### config.mk
export PLATFORM = sky130hd
export DESIGN_NAME = iot_dispatch_sequencer_flat
export DESIGN_NICKNAME = d
export VERILOG_FILES = /design/src/rtl/pdp8_iot_pkg.sv /design/src/rtl/iot_dispatch_sequencer_if.sv /design/src/rtl/iot_pulse_timer.sv /design/src/rtl/iot_dispatch_sequencer.sv /design/src/flat_wrapper.sv
export SDC_FILE = /design/constraint.sdc
export NUM_CORES = 1
export LEC_CHECK = 0
export CORE_UTILIZATION = 45
export DETAILED_ROUTE_END_ITERATION = 7
export MAX_ROUTING_LAYER = met4
export PLACE_DENSITY = 0.8
export SLEW_MARGIN = 40
export SYNTH_ARGS = -nofsm -noshare
export SYNTH_HDL_FRONTEND = slang
export SYNTH_SLANG_ARGS = --single-unit
### constraint.sdc
create_clock -name clk -period 2.3 [get_ports clk]
set_input_delay 0.46 -clock clk [delete_from_list [all_inputs] [get_ports clk]]
set_output_delay 0.46 -clock clk [all_outputs]
set_load 0.01 [all_outputs]
### src/rtl/pdp8_iot_pkg.sv
// Shared types and constants for the PDP-8 IOT dispatch sequencer.
// Holds the sequencer state encoding, the IOT opcode and the IOP pulse bit positions.
package pdp8_iot_pkg;

   typedef enum logic [2:0] {
      StIdle,
      StDecode,
      StP1,
      StP2,
      StP4,
      StFinish
   } state_e;

   localparam logic [2:0] OP_IOT = 3'b110;

   localparam int unsigned IOP1_BIT = 0;
   localparam int unsigned IOP2_BIT = 1;
   localparam int unsigned IOP4_BIT = 2;

   // Lowest pending IOP bit wins; an empty mask goes straight to FINISH.
   function automatic state_e first_pulse(logic [2:0] mask);
      if (mask[IOP1_BIT]) return StP1;
      if (mask[IOP2_BIT]) return StP2;
      if (mask[IOP4_BIT]) return StP4;
      return StFinish;
   endfunction

endpackage

### src/rtl/iot_dispatch_sequencer_if.sv
// Control-side handshake plus peripheral-bus signals of the IOT dispatch sequencer.
// The slave modport is the sequencer; master is the control sequencer and device side.
interface iot_dispatch_sequencer_if #(
   parameter int unsigned NUM_DEV = 8
) ();

   logic               start;
   logic [11:0]        ir;
   logic [NUM_DEV-1:0] dev_skip;
   logic [NUM_DEV-1:0] dev_clrac;
   logic [NUM_DEV-1:0] dev_wait;
   logic [NUM_DEV-1:0] dev_sel;
   logic [2:0]         iop;
   logic               busy;
   logic               done;
   logic               skip;
   logic               clr_ac;
   logic               err;

   modport master (
      output start, ir, dev_skip, dev_clrac, dev_wait,
      input  dev_sel, iop, busy, done, skip, clr_ac, err
   );

   modport slave (
      input  start, ir, dev_skip, dev_clrac, dev_wait,
      output dev_sel, iop, busy, done, skip, clr_ac, err
   );

endinterface

### src/rtl/iot_pulse_timer.sv
// Per-pulse cycle counter shared by all IOP phases of the dispatch sequencer.
// Saturates at TIMEOUT-1 so a stuck wait cannot wrap back into a fresh pulse.
module iot_pulse_timer #(
   parameter int unsigned PULSE_CYCLES = 2,
   parameter int unsigned TIMEOUT      = 64
) (
   input  logic clk,
   input  logic reset,
   input  logic clr,
   input  logic en,
   output logic base_done,
   output logic timeout
);

   localparam int unsigned CntW = (TIMEOUT > 1) ? $clog2(TIMEOUT) : 1;

   logic [CntW-1:0] cnt_q;

   always_ff @(posedge clk) begin
      if (reset || clr) begin
         cnt_q <= '0;
      end else if (en && (cnt_q != CntW'(TIMEOUT - 1))) begin
         cnt_q <= cnt_q + 1'b1;
      end
   end

   always_comb begin
      base_done = (cnt_q >= CntW'(PULSE_CYCLES - 1));
      timeout   = (cnt_q == CntW'(TIMEOUT - 1));
   end

endmodule

### src/rtl/iot_dispatch_sequencer.sv
// PDP-8 IOT executor: latches an IOT, selects the addressed device and sequences
// IOP1/IOP2/IOP4 pulses with wait-stretch, timeout abort and sticky skip/clear-AC flags.
module iot_dispatch_sequencer
   import pdp8_iot_pkg::*;
#(
   parameter int unsigned NUM_DEV      = 8,
   parameter int unsigned DEV_BASE     = 0,
   parameter int unsigned PULSE_CYCLES = 2,
   parameter int unsigned TIMEOUT      = 64
) (
   input logic                    clk,
   input logic                    reset,
   iot_dispatch_sequencer_if.slave bus
);

   state_e             state_q, state_d;
   logic [2:0]         iopbits_q, iopbits_d;
   logic [NUM_DEV-1:0] sel_q, sel_d;
   logic               skip_q, skip_d;
   logic               clrac_q, clrac_d;
   logic               err_q, err_d;

   logic [2:0] iop_q, iop_d;
   logic       busy_q, done_q, skip_out_q, clrac_out_q, err_out_q;

   logic       base_done, timeout, timer_clr, timer_en;
   logic       wait_sel, pulse_ok;
   logic [2:0] later;

   function automatic logic [NUM_DEV-1:0] decode(logic [5:0] code);
      logic [NUM_DEV-1:0] sel;
      sel = '0;
      for (int unsigned i = 0; i < NUM_DEV; i++) begin
         sel[i] = (32'(code) == DEV_BASE + i);
      end
      return sel;
   endfunction

   always_comb begin
      wait_sel = |(bus.dev_wait & sel_q);
      pulse_ok = base_done && !wait_sel;
   end

   always_comb begin
      state_d   = state_q;
      iopbits_d = iopbits_q;
      sel_d     = sel_q;
      skip_d    = skip_q;
      clrac_d   = clrac_q;
      err_d     = err_q;
      later     = 3'b000;

      unique case (state_q)
         StIdle: begin
            if (bus.start) begin
               iopbits_d = bus.ir[2:0];
               if (bus.ir[11:9] != OP_IOT) begin
                  err_d   = 1'b1;
                  state_d = StFinish;
               end else begin
                  // Select is registered from the incoming IR so it is valid in DECODE.
                  sel_d   = decode(bus.ir[8:3]);
                  err_d   = ~|sel_d;
                  state_d = StDecode;
               end
            end
         end
         StDecode: begin
            state_d = first_pulse(iopbits_q);
         end
         StP1, StP2, StP4: begin
            if (state_q == StP1) later = 3'b110;
            if (state_q == StP2) later = 3'b100;
            if (pulse_ok || timeout) begin
               skip_d  = skip_q | (|(bus.dev_skip & sel_q));
               clrac_d = clrac_q | (|(bus.dev_clrac & sel_q));
               if (pulse_ok) begin
                  state_d = first_pulse(iopbits_q & later);
               end else begin
                  err_d   = 1'b1;
                  state_d = StFinish;
               end
            end
         end
         StFinish: begin
            state_d   = StIdle;
            iopbits_d = '0;
            sel_d     = '0;
            skip_d    = 1'b0;
            clrac_d   = 1'b0;
            err_d     = 1'b0;
         end
         default: begin
            state_d = StIdle;
         end
      endcase
   end

   always_comb begin
      iop_d           = 3'b000;
      iop_d[IOP1_BIT] = (state_d == StP1);
      iop_d[IOP2_BIT] = (state_d == StP2);
      iop_d[IOP4_BIT] = (state_d == StP4);
      timer_clr       = (state_d != state_q);
      timer_en        = (state_q == StP1) || (state_q == StP2) || (state_q == StP4);
   end

   iot_pulse_timer #(
      .PULSE_CYCLES (PULSE_CYCLES),
      .TIMEOUT      (TIMEOUT)
   ) u_timer (
      .clk       (clk),
      .reset     (reset),
      .clr       (timer_clr),
      .en        (timer_en),
      .base_done (base_done),
      .timeout   (timeout)
   );

   always_ff @(posedge clk) begin
      if (reset) begin
         state_q     <= StIdle;
         iopbits_q   <= '0;
         sel_q       <= '0;
         skip_q      <= 1'b0;
         clrac_q     <= 1'b0;
         err_q       <= 1'b0;
         iop_q       <= '0;
         busy_q      <= 1'b0;
         done_q      <= 1'b0;
         skip_out_q  <= 1'b0;
         clrac_out_q <= 1'b0;
         err_out_q   <= 1'b0;
      end else begin
         state_q     <= state_d;
         iopbits_q   <= iopbits_d;
         sel_q       <= sel_d;
         skip_q      <= skip_d;
         clrac_q     <= clrac_d;
         err_q       <= err_d;
         iop_q       <= iop_d;
         busy_q      <= (state_d != StIdle);
         done_q      <= (state_d == StFinish);
         skip_out_q  <= (state_d == StFinish) && skip_d;
         clrac_out_q <= (state_d == StFinish) && clrac_d;
         err_out_q   <= (state_d == StFinish) && err_d;
      end
   end

   assign bus.dev_sel = sel_q;
   assign bus.iop     = iop_q;
   assign bus.busy    = busy_q;
   assign bus.done    = done_q;
   assign bus.skip    = skip_out_q;
   assign bus.clr_ac  = clrac_out_q;
   assign bus.err     = err_out_q;

endmodule

### src/flat_wrapper.sv
// flat-port wrapper written by rule: the top's interface ports become plain ports
module iot_dispatch_sequencer_flat import pdp8_iot_pkg::*;
#(
   parameter int unsigned NUM_DEV      = 8,
   parameter int unsigned DEV_BASE     = 0,
   parameter int unsigned PULSE_CYCLES = 2,
   parameter int unsigned TIMEOUT      = 64
)
  (clk, reset, bus_start, bus_ir, bus_dev_skip, bus_dev_clrac, bus_dev_wait, bus_dev_sel, bus_iop, bus_busy, bus_done, bus_skip, bus_clr_ac, bus_err);
  iot_dispatch_sequencer_if #(.NUM_DEV(NUM_DEV)) bus_i ();
  input logic clk;
  input logic reset;
  input wire logic [$bits(bus_i.start)-1:0] bus_start;
  input wire logic [$bits(bus_i.ir)-1:0] bus_ir;
  input wire logic [$bits(bus_i.dev_skip)-1:0] bus_dev_skip;
  input wire logic [$bits(bus_i.dev_clrac)-1:0] bus_dev_clrac;
  input wire logic [$bits(bus_i.dev_wait)-1:0] bus_dev_wait;
  output wire logic [$bits(bus_i.dev_sel)-1:0] bus_dev_sel;
  output wire logic [$bits(bus_i.iop)-1:0] bus_iop;
  output wire logic [$bits(bus_i.busy)-1:0] bus_busy;
  output wire logic [$bits(bus_i.done)-1:0] bus_done;
  output wire logic [$bits(bus_i.skip)-1:0] bus_skip;
  output wire logic [$bits(bus_i.clr_ac)-1:0] bus_clr_ac;
  output wire logic [$bits(bus_i.err)-1:0] bus_err;
  assign bus_i.start = bus_start;
  assign bus_i.ir = bus_ir;
  assign bus_i.dev_skip = bus_dev_skip;
  assign bus_i.dev_clrac = bus_dev_clrac;
  assign bus_i.dev_wait = bus_dev_wait;
  assign bus_dev_sel = bus_i.dev_sel;
  assign bus_iop = bus_i.iop;
  assign bus_busy = bus_i.busy;
  assign bus_done = bus_i.done;
  assign bus_skip = bus_i.skip;
  assign bus_clr_ac = bus_i.clr_ac;
  assign bus_err = bus_i.err;
  iot_dispatch_sequencer #(.NUM_DEV(NUM_DEV), .DEV_BASE(DEV_BASE), .PULSE_CYCLES(PULSE_CYCLES), .TIMEOUT(TIMEOUT)) u_core (.clk(clk), .reset(reset), .bus(bus_i));
endmodule
## Yosys cells after proc, flatten, opt, wreduce, memory -nomap -nowiden

Cells that the tools add are included.
Widths: inputs -> output; s select.

| storage, ports and cells | value |
|---|---|
| bits in registers | 31 |
| bits of input ports | 39 |
| output and inout bits | 16 |
| word-level logic and storage cells | 123 |

| operators by class | value |
|---|---|
| add/subtract/negate cells | 1 |
| magnitude comparators | 1 |
| eq/ne operators | 22 |
| mux-type cells | 58 |
| bitwise logic cells | 6 |
| reduce and logical (&&, ||, !) cells | 22 |

Operators by type and width:

| cell | count |
|---|---|
| $mux 3 | 20 |
| $reduce_or 8->1 | 4 |
| $mux 1 | 30 |
| $and 8x8->8 | 3 |
| $eq 6x3->1 const B | 4 |
| $mux 8 | 2 |
| $pmux 8 s2 | 1 |
| $eq 3x2->1 const B | 4 |
| $eq 3x3->1 const B | 4 |
| $eq 6x2->1 const B | 2 |
| $pmux 3 s3 | 1 |
| $add 6x1->6 const B | 1 |
| $eq 6x1->1 const B | 1 |
| $eq 6x6->1 const B | 1 |
| $ge 6x1->1 const B | 1 |
| $logic_not 6->1 | 1 |
| $ne 6x6->1 const B | 1 |
| $pmux 3 s2 | 1 |
| $logic_and 1x1->1 | 5 |
| $logic_or 1x1->1 | 4 |
| $ne 2x2->1 const B | 2 |
| $pmux 1 s2 | 2 |
| $and 3x3->3 | 1 |
| $eq 3x1->1 const B | 1 |
| other kinds (11) | 13 |

## Logic depth before layout (Yosys ltp)

| logic depth | value |
|---|---|
| depth after elaboration | 26 |
| gate-level depth with buffers | 8 |
| gate-level depth less buffers | 7 |

## Cells and area by module

From an unflattened synthesis, not the netlist that was laid out.

| second synthesis, totals | value |
|---|---|
| cell total of the unflattened synthesis | 192 |
| area, all modules | 1621.6 µm² |

Modules (own cells, without submodules):

| module | times used | cells an instance | area an instance (µm²) | seq. area each (µm²) |
|---|---|---|---|---|
| iot_dispatch_sequencer | 1 | 152 | 1262.5 | 500.5 |
| iot_pulse_timer | 1 | 40 | 359.1 | 120.1 |

## Worst setup path after synthesis

Ideal clock, no wire load.

| timing path | value |
|---|---|
| path kind | register -> register |
| from | reg u_core.u_timer.cnt_q[0] |
| to | reg u_core.u_timer.cnt_q[0] |
| library setup time | 0.078 ns |
| data arrival time | 1.915 ns |
| data required time | 2.222 ns |
| setup slack | 0.307 ns |
| stages on the path, launching flop included | 9 |
| buffers on the path | 1 |
| clock period less this slack | 1.993 ns |
| path through | dfxtp_1 -> inv_1 -> ha_1 -> or2b_2 -> o211ai_4 -> or4_1 -> and3_1 -> clkbuf_2 -> nor3_1 |

| between the ends | value |
|---|---|
| longest elaborated chain between the ends | 7 |
| elaborated cells on any way between the ends | 12 |
| those cells by class | add/sub: 1; order compare: 1; eq/ne: 3; mux: 3; reduce/logical: 4 |

Ends and longest elaborated chain:

| element | line | text |
|---|---|---|
| start, declared | iot_pulse_timer.sv:17 | `logic [CntW-1:0] cnt_q;` |
| start signal, assigned | iot_pulse_timer.sv:23 | `cnt_q <= cnt_q + 1'b1;` |
| $ge 6x1->1 | iot_pulse_timer.sv:28 | `base_done = (cnt_q >= CntW'(PULSE_CYCLES - 1));` |
| $logic_and 1x1->1 | iot_dispatch_sequencer.sv:41 | `pulse_ok = base_done && !wait_sel;` |
| $mux 3 / $logic_or 1x1->1 (equally long branches) | iot_dispatch_sequencer.sv:77, iot_dispatch_sequencer.sv:74 |  |
| $mux 3 | iot_dispatch_sequencer.sv:74 | `if (pulse_ok \|\| timeout) begin` |
| $pmux 3 s3 | iot_dispatch_sequencer.sv:53 | `unique case (state_q)` |
| $ne 3x3->1 | iot_dispatch_sequencer.sv:104 | `timer_clr = (state_d != state_q);` |
| $logic_or 1x1->1 | iot_pulse_timer.sv:20 | `if (reset \|\| clr) begin` |

Parallel ways exist; a longest one is shown, timed or not.
A chain may end at the register's enable or synchronous reset.

## Worst setup path after layout

| timing path | value |
|---|---|
| from | in bus_dev_wait[1] |
| to | reg u_core.u_timer.cnt_q[3] |

| between the ends | value |
|---|---|
| longest elaborated chain between the ends | 9 |
| elaborated cells on any way between the ends | 10 |
| those cells by class | eq/ne: 1; mux: 3; bitwise: 1; reduce/logical: 5 |

Ends and longest elaborated chain:

| element | line | text |
|---|---|---|
| start, declared | flat_wrapper.sv:17 | `input wire logic [$bits(bus_i.dev_wait)-1:0] bus_dev_wait;` |
| $and 8x8->8 * | iot_dispatch_sequencer.sv:40 | `wait_sel = \|(bus.dev_wait & sel_q);` |
| $reduce_or 8->1 * | iot_dispatch_sequencer.sv:40 |  |
| $logic_not 1->1 * | iot_dispatch_sequencer.sv:41 |  |
| $logic_and 1x1->1 * | iot_dispatch_sequencer.sv:41 |  |
| $mux 3 / $logic_or 1x1->1 (equally long branches) | iot_dispatch_sequencer.sv:77, iot_dispatch_sequencer.sv:74 |  |
| $mux 3 * | iot_dispatch_sequencer.sv:74 |  |
| $pmux 3 s3 * | iot_dispatch_sequencer.sv:53 |  |
| $ne 3x3->1 * | iot_dispatch_sequencer.sv:104 |  |
| $logic_or 1x1->1 * | iot_pulse_timer.sv:20 |  |

Mark *: on every way between the ends. The rest lies on a longest branch, timed or not.

==> flow_summary.yaml <==
sta:
  setup_tns_ns: 0
  fmax_ghz: 0.469
  hold_viol: 0
  worst_pin_slew_ns: 0.627
  setup_viol: 0
  slew_headroom_pct: 58.2
  period_needed_ns: 2.13
  grt_setup_unrepaired: "no"
  clock_skew_ns: 0.0109
  drv_slew: 0
  fin_crit_sh_pct: 92.7
  layout_setup_ws_ns: 0.167
detailed_routing:
  dr.pass1.iters: 4
  wl_um: 4160
  wl_per_cell_um: 14.3
  vias_per_cell: 5.71
  ant_nets: 0
  drt_iter0_markers: 97
  num_vias: 1657
  drc_errors: 0
power_and_ir_drop:
  p_seq_share_pct: 38.6
  combPwrFrac_pct: 39.2
  p_leak_uw: 0.000857
  p_int_uw: 1100
  switchingPower_uw: 561
  powerDensity_nw_per_um2: 707
  p_clk_share_pct: 22.2
  sw_frac_of_total_pct: 33.8
  ir_drop_mv: 0.517
synth:
  ys_seq_area_share_pct: 38.5
  synth_area_um2: 1610
  syn_nets: 218
  ys_warn_count: 0
  synth.avg_cell_area_um2: 9.16
  synth_seq_cells: 31
  synthArstFlopShare_pct: 0
  yosys_most_used_dff: "dfxtp_1"
  synthCells: 176
  ys_types: 47
  synth_edf_count: 0
final_layout:
  final_nets: 285
  drive_gt1_share_pct: 14.8
  synthToLayoutAreaGrowth_pct: 45.5
  utilization_pct: 69.2
  nFillCells: 263
  diodes: 0
global_routing:
  antenna_found_initial: 0
  grt_max_degree: 26
  overflow: 0
  grt_usage_pct: 23.7
  grt_first_pass_wirelength_um: 6310
  grt_pass1_vias: 1417
clock_tree:
  clock_latency_ns: 0.33
  clock-sinks: 31
  cts_buffers: 5
  path_clk_slew_ns: 0.10
  clk_path_buf_depth: 2
  cts_setup_buffers: 0
  htree_levels: 2
  postCtsResizedCells: 0
  cts_tree: "yes"
  root_buffer: "clkbuf_4"
  hold_buffers: 0
flow_run:
  drv_cap: 0
place:
  hpwl_um: 3070
  numPortBuffers: 54
  place_ws_ns: -0.213
  routabilityCongestion: 0.870
floorplanning:
  rows: 21
  die_h_um: 61.8
  chipWidth_um: 61.8
  ioPinCount: 55
  dieArea_um2: 3820
  core_area_um2: 3390
  initial_utilization_pct: 47.5
worst_setup_path:
  start_kind: "input pin"
  cp-end-kind: "register"
  r2r_setup_slack_ns: 0.21
  crit_path_max_fanout: 6
  required_ns: 2.55
  worstSetupPathType: "in2reg"
  arrival_ns: 2.38
worst_hold_path:
  hold_path.class: "reg2reg"
outcome:
  outcome: "complete, no violations"
-- through the flow --
| stage | cells | hold slack [ns] | area (um2) | total power [uW] |
|---|---|---|---|---|
| after floorplan | 176 | 0.447 | 1610 | 1020 |
| after global placement | 281 | 0.466 | 2250 | 1260 |
| after detailed placement | 281 | 0.476 | 2250 | 1260 |
| after CTS | 289 | 0.501 | 2320 | 1630 |
| after global routing | 290 | 0.529 | 2340 | 1770 |
| final | 290 | 0.500 | 2340 | 1660 |
-- kinds of logic after synthesis --
logic type                 after synthesis  share of synthesized area, %
AOI/OAI and AO/OA                       42                          22.0
xor gates and xnor gates                 5                          2.72
adders and majority gates                3                          2.33
buffers and inverters                   12                          4.04
DFF                                     31                          38.5
muxes                                    3                          1.86
and+or+nand+nor                         80                          28.5
-- final cells by class --
class	instances	area [um2]	area share, %
multi-input cells	134	946	40.3
clock buffers	7	65.1	2.77
inverters	6	22.5	0.961
flip-flops and latches	31	623	26.6
repair buffers	65	623	26.6
clock inverters	1	7.51	0.320
well taps	46	57.6	2.45
-- Yosys cell counts, types with 4 or more instances --
cell      n  area, um2
nand4_1   4       25.0
a32oi_1   4       35.0
and3_1    4       25.0
nor3_1   15       75.1
nand3_1   4       20.0
a22oi_1  19        143
nor2_1   23       86.3
inv_1     6       22.5
xor2_1    4       35.0
nor2b_1   4       25.0
dfxtp_1  31        621
nand2_1   6       22.5
-- power groups by stage --
stage               clock, uW  combinational (uW)  sequential, uW
floorplan                   0                 377             642
global placement            0                 612             650
detailed placement          0                 610             652
CTS                       378                 616             639
global route              400                 718             650
finish                    369                 650             639
-- path summary, 6_finish.rpt --
kind                                 from                       to  depth (start not counted)
hold / removal             u_core.clrac_q           u_core.clrac_q                          2
setup / recovery          bus_dev_wait[1]  u_core.u_timer.cnt_q[3]                          6
setup reg to reg  u_core.u_timer.cnt_q[1]        u_core.bus.iop[0]                          8
hold reg to reg            u_core.clrac_q           u_core.clrac_q                          2
-- sequential cells by signal (all words and copies together), names as in the netlist --
signal	count
u_core.bus.busy	1
u_core.bus.clr_ac	1
u_core.bus.dev_sel	8
u_core.bus.done	1
u_core.bus.err	1
u_core.bus.iop	3
u_core.bus.skip	1
u_core.clrac_q	1
u_core.err_q	1
u_core.iopbits_q	3
u_core.skip_q	1
u_core.state_q	3
u_core.u_timer.cnt_q	6
-- per-layer routing --
layer / GRT usage, % / up-vias / share of wire, %
li1: - / 806 / -
met2: 39.5 / 80 / 46
met3: 7.04 / 3 / 10
met4: 6.35 / 0 / 0.29
met1: 27.8 / 768 / 43
met5: - / - / 0
-- critical path, cell delays in order --
cell	delay (ns)
clkdlybuf4s50_1	0.41
a22oi_1	0.30
o211ai_4	0.14
or4_1	0.58
and3_1	0.28
nor3_2	0.20
-- cells in the final DEF (no fill, tap or decap), drive strengths merged, types with 3 or more instances in the layout --
cell / instances
a21oi: 3
a22oi: 20
a32oi: 4
and3: 4
buf: 11
clkbuf: 7
clkdlybuf4s50: 54
dfxtp: 31
ha: 3
inv: 6
mux2i: 3
nand2: 6
nand3: 4
nand4: 4
nor2: 23
nor2b: 4
nor3: 15
nor3b: 3
nor4: 3
o211ai: 3
o21ai: 3
xor2: 4
Power figures use the tool's default switching activity.
